===== src/rtl/arbiter_main_if.sv =====
// Request/grant bundle between the issue queue and a fixed-priority arbiter.
// The master drives ready; the slave (arbiter) returns the grant and debug index.
interface arbiter_main_if #(
   parameter int WIDTH = 16
);
   logic [WIDTH-1:0] ready;
   logic [WIDTH-1:0] grant;
   logic [31:0]      granted;
   logic             valid;
   logic [31:0]      last_granted;

   modport master (
      output ready,
      input  grant,
      input  granted,
      input  valid,
      input  last_granted
   );

   modport slave (
      input  ready,
      output grant,
      output granted,
      output valid,
      output last_granted
   );
endinterface


===== src/rtl/arbiter_main.sv =====
// Fixed-priority one-hot arbiter / priority encoder with a registered last-grant index.
// Define ARBITER_MAIN_REG_OUT_EN to register grant/granted/valid (1-cycle latency).
module arbiter_main #(
   parameter int WIDTH     = 16,
   parameter int DIRECTION = 0
) (
   input logic           CLK,
   input logic           RESET,
   arbiter_main_if.slave bus
);

   logic [WIDTH-1:0] grant_d;
   logic [31:0]      granted_d;
   logic             valid_d;
   logic [31:0]      scan_idx_d;
   logic [WIDTH-1:0] ready_shift_d;
   logic [31:0]      last_granted_q;

   // Scan toward the preferred end so the winning request is the last one written.
   always_comb begin
      grant_d       = {WIDTH{1'b0}};
      granted_d     = 32'(WIDTH);
      valid_d       = 1'b0;
      scan_idx_d    = 32'd0;
      ready_shift_d = {WIDTH{1'b0}};
      for (int i = 0; i < WIDTH; i++) begin
         if (DIRECTION == 0) begin
            scan_idx_d = 32'(WIDTH - 1 - i);
         end else begin
            scan_idx_d = 32'(i);
         end
         ready_shift_d = bus.ready >> scan_idx_d;
         if (ready_shift_d[0]) begin
            grant_d   = WIDTH'(1'b1) << scan_idx_d;
            granted_d = scan_idx_d;
            valid_d   = 1'b1;
         end else begin
            valid_d   = valid_d;
         end
      end
   end

`ifdef ARBITER_MAIN_REG_OUT_EN
   logic [WIDTH-1:0] grant_q;
   logic [31:0]      granted_q;
   logic             valid_q;

   // Output register stage: selection reflects ready from the previous edge.
   always_ff @(posedge CLK) begin
      if (!RESET) begin
         grant_q   <= {WIDTH{1'b0}};
         granted_q <= 32'(WIDTH);
         valid_q   <= 1'b0;
      end else begin
         grant_q   <= grant_d;
         granted_q <= granted_d;
         valid_q   <= valid_d;
      end
   end

   // Debug copy follows the registered selection, one cycle behind it.
   always_ff @(posedge CLK) begin
      if (!RESET) begin
         last_granted_q <= 32'(WIDTH);
      end else if (valid_q) begin
         last_granted_q <= granted_q;
      end else begin
         last_granted_q <= last_granted_q;
      end
   end

   assign bus.grant   = grant_q;
   assign bus.granted = granted_q;
   assign bus.valid   = valid_q;
`else
   // Debug copy of the most recent valid selection; holds while nothing is requested.
   always_ff @(posedge CLK) begin
      if (!RESET) begin
         last_granted_q <= 32'(WIDTH);
      end else if (valid_d) begin
         last_granted_q <= granted_d;
      end else begin
         last_granted_q <= last_granted_q;
      end
   end

   assign bus.grant   = grant_d;
   assign bus.granted = granted_d;
   assign bus.valid   = valid_d;
`endif

   assign bus.last_granted = last_granted_q;

endmodule


===== src/flat_wrapper.sv =====
// flat-port wrapper written by rule: the top's interface ports become plain ports
module arbiter_main_flat 
#(
   parameter int WIDTH     = 16,
   parameter int DIRECTION = 0
)
  (CLK, RESET, bus_ready, bus_grant, bus_granted, bus_valid, bus_last_granted);
  arbiter_main_if #(.WIDTH(WIDTH)) bus_i ();
  input logic CLK;
  input logic RESET;
  input wire logic [$bits(bus_i.ready)-1:0] bus_ready;
  output wire logic [$bits(bus_i.grant)-1:0] bus_grant;
  output wire logic [$bits(bus_i.granted)-1:0] bus_granted;
  output wire logic [$bits(bus_i.valid)-1:0] bus_valid;
  output wire logic [$bits(bus_i.last_granted)-1:0] bus_last_granted;
  assign bus_i.ready = bus_ready;
  assign bus_grant = bus_i.grant;
  assign bus_granted = bus_i.granted;
  assign bus_valid = bus_i.valid;
  assign bus_last_granted = bus_i.last_granted;
  arbiter_main #(.WIDTH(WIDTH), .DIRECTION(DIRECTION)) u_core (.CLK(CLK), .RESET(RESET), .bus(bus_i));
endmodule

===== config.mk =====
export PLATFORM = sky130hd
export DESIGN_NAME = arbiter_main_flat
export DESIGN_NICKNAME = d
export VERILOG_FILES = /design/src/rtl/arbiter_main_if.sv /design/src/rtl/arbiter_main.sv /design/src/flat_wrapper.sv
export SDC_FILE = /design/constraint.sdc
export NUM_CORES = 1
export LEC_CHECK = 0
export BUFFER_PORTS_ARGS = -buffer_cell sky130_fd_sc_hd__buf_2
export CAP_MARGIN = 5
export CORE_UTILIZATION = 35
export DETAILED_ROUTE_END_ITERATION = 12
export PLACE_DENSITY = 0.85
export SLEW_MARGIN = 20
export SYNTH_ARGS = -nofsm -noshare
export SYNTH_HDL_FRONTEND = slang
export SYNTH_SLANG_ARGS = --single-unit

===== constraint.sdc =====
create_clock -name CLK -period 1.9 [get_ports CLK]
set_clock_uncertainty 0.1 [all_clocks]
set_input_delay 0 -clock CLK [delete_from_list [all_inputs] [get_ports CLK]]
set_output_delay 0 -clock CLK [all_outputs]
set_load 0.02 [all_outputs]

==> results of run 1 <==
cell families (layout without fill, tap and decap cells):
| group | count (synthesis) | count (layout) | share of synthesized area |
|---|---|---|---|
| buf+inv | 56 | 52 | 0.449 |
| simple gates | 51 | 51 | 0.346 |
| compound gates | 11 | 11 | 0.0930 |
| flops | 5 | 5 | 0.108 |
| other cells | 1 | 54 | 0.00404 |
power by group:
part           leakage [nW]  internal [mW]  switching, mW  total [mW]
Combinational         0.573         0.0415          0.155       0.196
Sequential           0.0410          0.109        0.00143       0.110
Clock                0.0150         0.0793         0.0418       0.121
Total                 0.629          0.230          0.198       0.428
path summary, 6_finish.rpt:
kind / startpoint / endpoint / slack (ps) / depth (start not counted)
worst max register to register: u_core.bus.last_granted[3] / u_core.bus.last_granted[3] / 1040 / 1
worst max-delay path: bus_ready[3] / bus_granted[4] / 450 / 4
worst min register to register: u_core.bus.last_granted[4] / u_core.bus.last_granted[4] / 350 / 2
worst min-delay path: bus_ready[9] / u_core.bus.last_granted[3] / 110 / 3
placed cells by master (no fill, tap or decap), types with 2 or more instances in the layout:
master / count
conb_1: 54
nor4_1: 2
dfxtp_1: 5
o31ai_1: 2
and3_1: 6
or4_4: 3
nand2_1: 3
nor2_1: 15
buf_4: 2
buf_2: 44
o21a_1: 3
and2_1: 6
nor2b_1: 3
nand2b_1: 2
and4b_1: 3
clkbuf_4: 3
critical path: cells and delay by family:
| kind | cells | cell delay [ps] |
|---|---|---|
| and+or+nand+nor | 2 | 980 |
| buffers and inverters | 2 | 360 |
area by class of cell:
cell class              instances  area [sq um]
clock buffers                   4          26.3
multi-input cells             116           611
well taps                      30          37.5
fillers                       279          1480
repair buffers                 47           245
inverters                       1          3.75
flip-flops and latches          5           100
routing by layer:
layer	global-route usage	vias up
li1	-	416
met1	0.146	386
met2	0.240	54
met3	0.00862	0
met4	0.0263	0
met5	0	-
stage by stage:
step                      cell area (sq um)  power [mW]  worst slack (ps)  hold slack (ps)
final                                  1020       0.428               449              106
after CTS                              1020       0.430               465              102
after global placement                  987       0.303               407              117
after global routing                   1020       0.462               409              111
after floorplan                        1130       0.339               396            -38.1
after detailed placement                987       0.305               364              126
==> metrics.cfg, run 1 <==
[global_routing]
grt_pass1_wl_mm = 2.66
antenna_found_initial = 0
track_usage = 0.124
grt_overflow = 0
grt_max_degree = 8
grt_pass1_vias = 660

[clock_tree]
ctsResizeCount = 0
clockRootBuffer = clkbuf_4
numClockSinks = 5
cts_tree = yes
worstSkewPairLatency_ps = 230
clkTransAtPathRegs_ps = 40
cts_buffer_depth = 2
hold_buffers = 1
post_cts_buffers = 0
htree_levels = 1
cts_buffers = 3

[timing]
hold_viol_final = 0
relSlewSlack = 0.662
max_freq_ghz = 0.689
worst_pin_slew_ps = 501
tns_ps = 0
period_minus_slack_ps = 1450
rsz0062_at_grt = false
setup_viol = 0
drv_slew = 0
fin_crit_sh = 0.763

[final_layout]
post-route-util = 0.409
largest_reg_flops = 5
stdcell_count = 203
syn_to_final_growth_pct = 10.2
antenna_cells = 0
finalNetCount = 192
drive_above_1_share = 0.318

[place]
globalplace.congestion = 0.789
dp_cells = 198
io_buffers = 44
hpwl_mm = 1.65

[floorplanning]
core_region_area_sq_um = 2500
num_io_pins = 99
num_rows = 18
chipWidth_um = 53.5
die-area_sq_um = 2860
die_h_um = 53.5
initial_core_util = 0.371

[drt]
drc = 0
first_pass_iters = 4
met3_length_um = 138
vias_per_cell = 4.22
routedWlPerCell_um = 9.17
drt_iter0_drc = 4
wl_met1_um = 750
met2_length_um = 974
wl_mm = 1.86
antenna_left = 0
highest_layer = met3
vias = 856

[synthesis]
yosys-top-cells-count = 55 x buf_4, 15 x nor2_1, 6 x and2_1, 6 x and3_1, 5 x dfxtp_1
yosys.area.top_type_share = 0.445
synthCells = 124
yosys.cell_types.count = 29
yosysWarnings = 0
synthTopCellsByArea = buf_4 44%, dfxtp_1 11%, nor2_1 6.1%
synth_top_area_cell = buf_4
synth_edf_count = 0
synth-main-ff-cell = dfxtp_1
avgSynthCellArea_sq_um = 7.49
netlist_area_sq_um = 928
ys_async_sr_fraction = 0
ys_seq_elements = 5
synthMostInstantiatedCell = buf_4
ys_seq_area_frac = 0.108

[min_path]
hp-class = primary input to flop

[setup_path]
crit_path_end_kind = output pin
critPathKind = primary input to output pin
cp_slowest_cell = or4_4
path_cells = buf_2 > or4_4 > nor4_4 > buf_2
cp_data_required_time_ps = 1800
slowest_delay_ps = 570
startpoint_type = primary input
crit_arrival_ps = 1350
path_max_fanout = 6
cp_common_cell = buf_2

[power_and_ir_drop]
p_leak_nw = 0.629
peakVddDrop_mv = 0.223
pwr_density_cell_nw_per_um2 = 418

[flow_run]
max_cap_violations = 0

[outcome]
status = complete, no violations

Power figures use the tool's default switching activity.
==> run 2: changes to the inputs <==
--- a/config.mk
+++ b/config.mk
@@ -5,11 +5,12 @@
 export SDC_FILE = /design/constraint.sdc
 export NUM_CORES = 1
 export LEC_CHECK = 0
+export ABC_AREA = 1
 export BUFFER_PORTS_ARGS = -buffer_cell sky130_fd_sc_hd__buf_2
 export CAP_MARGIN = 5
 export CORE_UTILIZATION = 35
 export DETAILED_ROUTE_END_ITERATION = 12
-export PLACE_DENSITY = 0.85
+export PLACE_DENSITY = 0.84
 export SLEW_MARGIN = 20
 export SYNTH_ARGS = -nofsm -noshare
 export SYNTH_HDL_FRONTEND = slang
==> constraint.sdc (replaced) <==
create_clock -name CLK -period 1.4 [get_ports CLK]
set_clock_uncertainty 0.1 [all_clocks]
set_input_delay 0 -clock CLK [delete_from_list [all_inputs] [get_ports CLK]]
set_output_delay 0 -clock CLK [all_outputs]
set_load 0.02 [all_outputs]
==> run 2 against run 1 <==
Against the previous run:
- clock power is 40% higher
- hold slack worse by 85 ps
- utilization decreased by 0.22 points
- via count up 0.70%
- critical path depth rose by 3
- die area is 2.0% higher
- wire length is 7.4% lower
- cell count up 13%
- non-clock buffer count down 2
- first-iteration DRC count shrank 25%
- global-route usage is 0.84 points lower
- sequential power rose by 36%
- highest routed layer is now met4
==> metrics.cfg, run 2 <==
[setup_path]
rr_worst_depth = 2  ; was 1
cp_data_required_time_ps = 1300  ; was 1800 ps
startpoint = bus_ready[3]  ; unchanged
path_max_fanout = 3  ; was 6
crit_path_end_kind = output pin  ; unchanged
critPathKind = primary input to output pin  ; unchanged
rrSetupSlack_ps = 720  ; was 1040 ps
crit_arrival_ps = 1030  ; was 1350 ps
startpoint_type = primary input  ; unchanged
reg2reg_from = u_core.bus.last_granted[2]  ; was u_core.bus.last_granted[3]
reg2reg_to = u_core.bus.last_granted[2]  ; was u_core.bus.last_granted[3]

[drt]
routedWlPerCell_um = 7.50  ; was 9.17 um
vias_per_cell = 3.75  ; was 4.22
drt_iter0_drc = 3  ; was 4
wl_mm = 1.72  ; was 1.86 mm
first_pass_iters = 4  ; unchanged
drc = 0  ; unchanged
antenna_left = 0  ; unchanged
vias = 862  ; was 856

[floorplanning]
num_io_pins = 99  ; unchanged
die-area_sq_um = 2920  ; was 2860 sq um
chipWidth_um = 54.0  ; was 53.5 um
num_rows = 18  ; unchanged
initial_core_util = 0.375  ; was 0.371
core_region_area_sq_um = 2520  ; was 2500 sq um
die_h_um = 54.0  ; was 53.5 um

[clock_tree]
cts_tree = yes  ; unchanged
cts_buffer_depth = 2  ; unchanged
htree_levels = 1  ; unchanged
worstSkewPairLatency_ps = 240  ; was 230 ps
clkTransAtPathRegs_ps = 40  ; about the same
clockRootBuffer = clkbuf_4  ; unchanged
cts_buffers = 3  ; unchanged
ctsResizeCount = 0  ; unchanged
numClockSinks = 5  ; unchanged

[power_and_ir_drop]
pwr_density_cell_nw_per_um2 = 572  ; was 418 nW/um^2
peakVddDrop_mv = 0.369  ; was 0.223 mV
p_leak_nw = 0.700  ; was 0.629 nW

[min_path]
hp-class = primary input to flop  ; unchanged
hold_end = u_core.bus.last_granted[1]  ; was u_core.bus.last_granted[3]
hold_path_depth = 4  ; was 3
hold_path.startpoint = bus_ready[1]  ; was bus_ready[9]

[timing]
setup_viol = 0  ; unchanged
period_minus_slack_ps = 1130
drv_slew = 0  ; unchanged
rsz0062_at_grt = false  ; unchanged
hold_viol_final = 0  ; unchanged
max_freq_ghz = 0.888
tns_ps = 0  ; unchanged
fin_crit_sh = 0.804

[global_routing]
antenna_found_initial = 0  ; unchanged
grt_max_degree = 8  ; unchanged
grt_overflow = 0  ; unchanged
grt_pass1_vias = 572  ; was 660
track_usage = 0.116  ; was 0.124
grt_pass1_wl_mm = 2.39  ; was 2.66 mm

[synthesis]
synth-simple-area-share = 0.325  ; was 0.346
synth-main-ff-cell = dfxtp_1  ; unchanged
synth_xor_area_frac = 0  ; unchanged
netlist_area_sq_um = 947  ; was 928 sq um
yosys.cell_types.count = 20  ; was 29
yosysWarnings = 0  ; unchanged
synthTopCellsByArea = buf_4 44%, dfxtp_1 11%, nand2_1 8.7%  ; was buf_4 44%, dfxtp_1 11%, nor2_1 6.1%
yosys.area.top_type_share = 0.436  ; was 0.445
yosys.area_share.adder = 0  ; unchanged
synthMostInstantiatedCell = buf_4  ; unchanged
synth_top_family_by_area = buffers and inverters  ; unchanged
synth_edf_count = 0  ; unchanged
ys_seq_elements = 5  ; unchanged
ys_async_sr_fraction = 0  ; unchanged
ys_seq_area_frac = 0.106  ; was 0.108
synthCells = 153  ; was 124
yosys-top-cells-count = 55 x buf_4, 22 x nand2_1, 18 x inv_1, 17 x nor2_1  ; was 55 x buf_4, 15 x nor2_1, 6 x and2_1, 6 x and3_1, 5 x dfxtp_1
synth_top_area_cell = buf_4  ; unchanged
synthMuxAreaShare = 0  ; unchanged
synth-compound-area-share = 0.0423  ; was 0.0930
avgSynthCellArea_sq_um = 6.19  ; was 7.49 sq um

[final_layout]
largest_reg_flops = 5  ; unchanged
final_common_cell = conb_1  ; unchanged
finalNetCount = 219  ; was 192
final_area_sq_um = 1030  ; was 1020 sq um
final_cell_mix = 54 x conb_1, 44 x buf_2, 22 x nand2_1, 18 x inv_1, 17 x nor2_1  ; was 54 x conb_1, 44 x buf_2, 15 x nor2_1, 6 x and3_1, 6 x and2_1
drive_above_1_share = 0.300  ; was 0.318
syn_to_final_growth_pct = 8.45  ; was 10.2%
antenna_cells = 0  ; unchanged

[place]
dpl-instance-area_sq_um = 991  ; was 987 sq um
io_buffers = 44  ; unchanged
hpwl_mm = 1.51  ; was 1.65 mm
globalplace.congestion = 0.746  ; was 0.789

[flow_run]
max_cap_violations = 0  ; unchanged

[outcome]
status = complete, no violations  ; unchanged

run 2: cell types whose count changed after synthesis, sizes merged, moves of 4 or more:
cell / delta
a21oi: +5
inv: +21
nand2: +21
and2: -7
nor2: +9
nand3: +5
and3: -6
or4: -4
run 2: per-stage QoR:
stage	std cells	total power, mW	worst slack [ps]	utilization	hold WS (ps)
2_1_floorplan	206	0.474	224	-	-31.0
3_3_place_gp	225	0.417	277	0.393	97.1
3_5_place_dp	225	0.418	272	0.393	103
4_1_cts	230	0.592	267	0.407	26.1
5_1_grt	230	0.632	145	0.407	46.2
6_report	230	0.587	274	0.407	21.4
run 2: critical path, cell delays in order:
cell and delay [ps]:
buf_2 110, nor2_1 170, inv_2 70, nor2_1 160, nand3_1 130, nor4_1 170, buf_2 200
run 2: worst max path at each step:
stage               depth (start not counted)                          to
floorplan                                   5               bus_grant[15]
global placement                            7               bus_grant[11]
detailed placement                          8  u_core.bus.last_granted[0]
CTS                                         7               bus_grant[15]
global route                                7               bus_grant[11]
finish                                      7               bus_grant[15]
run 2: power breakdown:
part	leakage [nW]	switching (mW)	internal [mW]
Combinational	0.644	0.217	0.0523
Clock	0.0150	0.0607	0.108
Sequential	0.0410	0.00210	0.148
run 2: layout make-up:
class | count | area (sq um)
sequential | 5 | 100
clock buffer | 4 | 26.3
tap | 30 | 37.5
inverter | 22 | 82.6
timing repair buffer | 45 | 230
fill | 306 | 1500
multi-input combinational | 124 | 551
run 2: cell families (layout without fill, tap and decap cells):
logic type             count (synthesis)  after routing
AO/OA/AOI/OAI                          8              8
AND/OR/NAND/NOR                       62             62
buffers and inverters                 77             71
flip-flops                             5              5
other                                  1             54
run 2: timing repair:
| item | 4_1_cts | 5_1_grt |
|---|---|---|
| hold endpoints to repair | 5 | 0 |
| buffers inserted | 0 | 0 |
| hold buffers | 1 | 0 |
run 2: layer usage:
| metal | share of wire | global-route usage | up-vias |
|---|---|---|---|
| met5 | 0 | 0 | - |
| met4 | 0.019 | 0.0513 | 0 |
| met3 | 0.11 | 0.0537 | 5 |
| met2 | 0.47 | 0.187 | 54 |
| met1 | 0.40 | 0.128 | 353 |
| li1 | - | - | 450 |
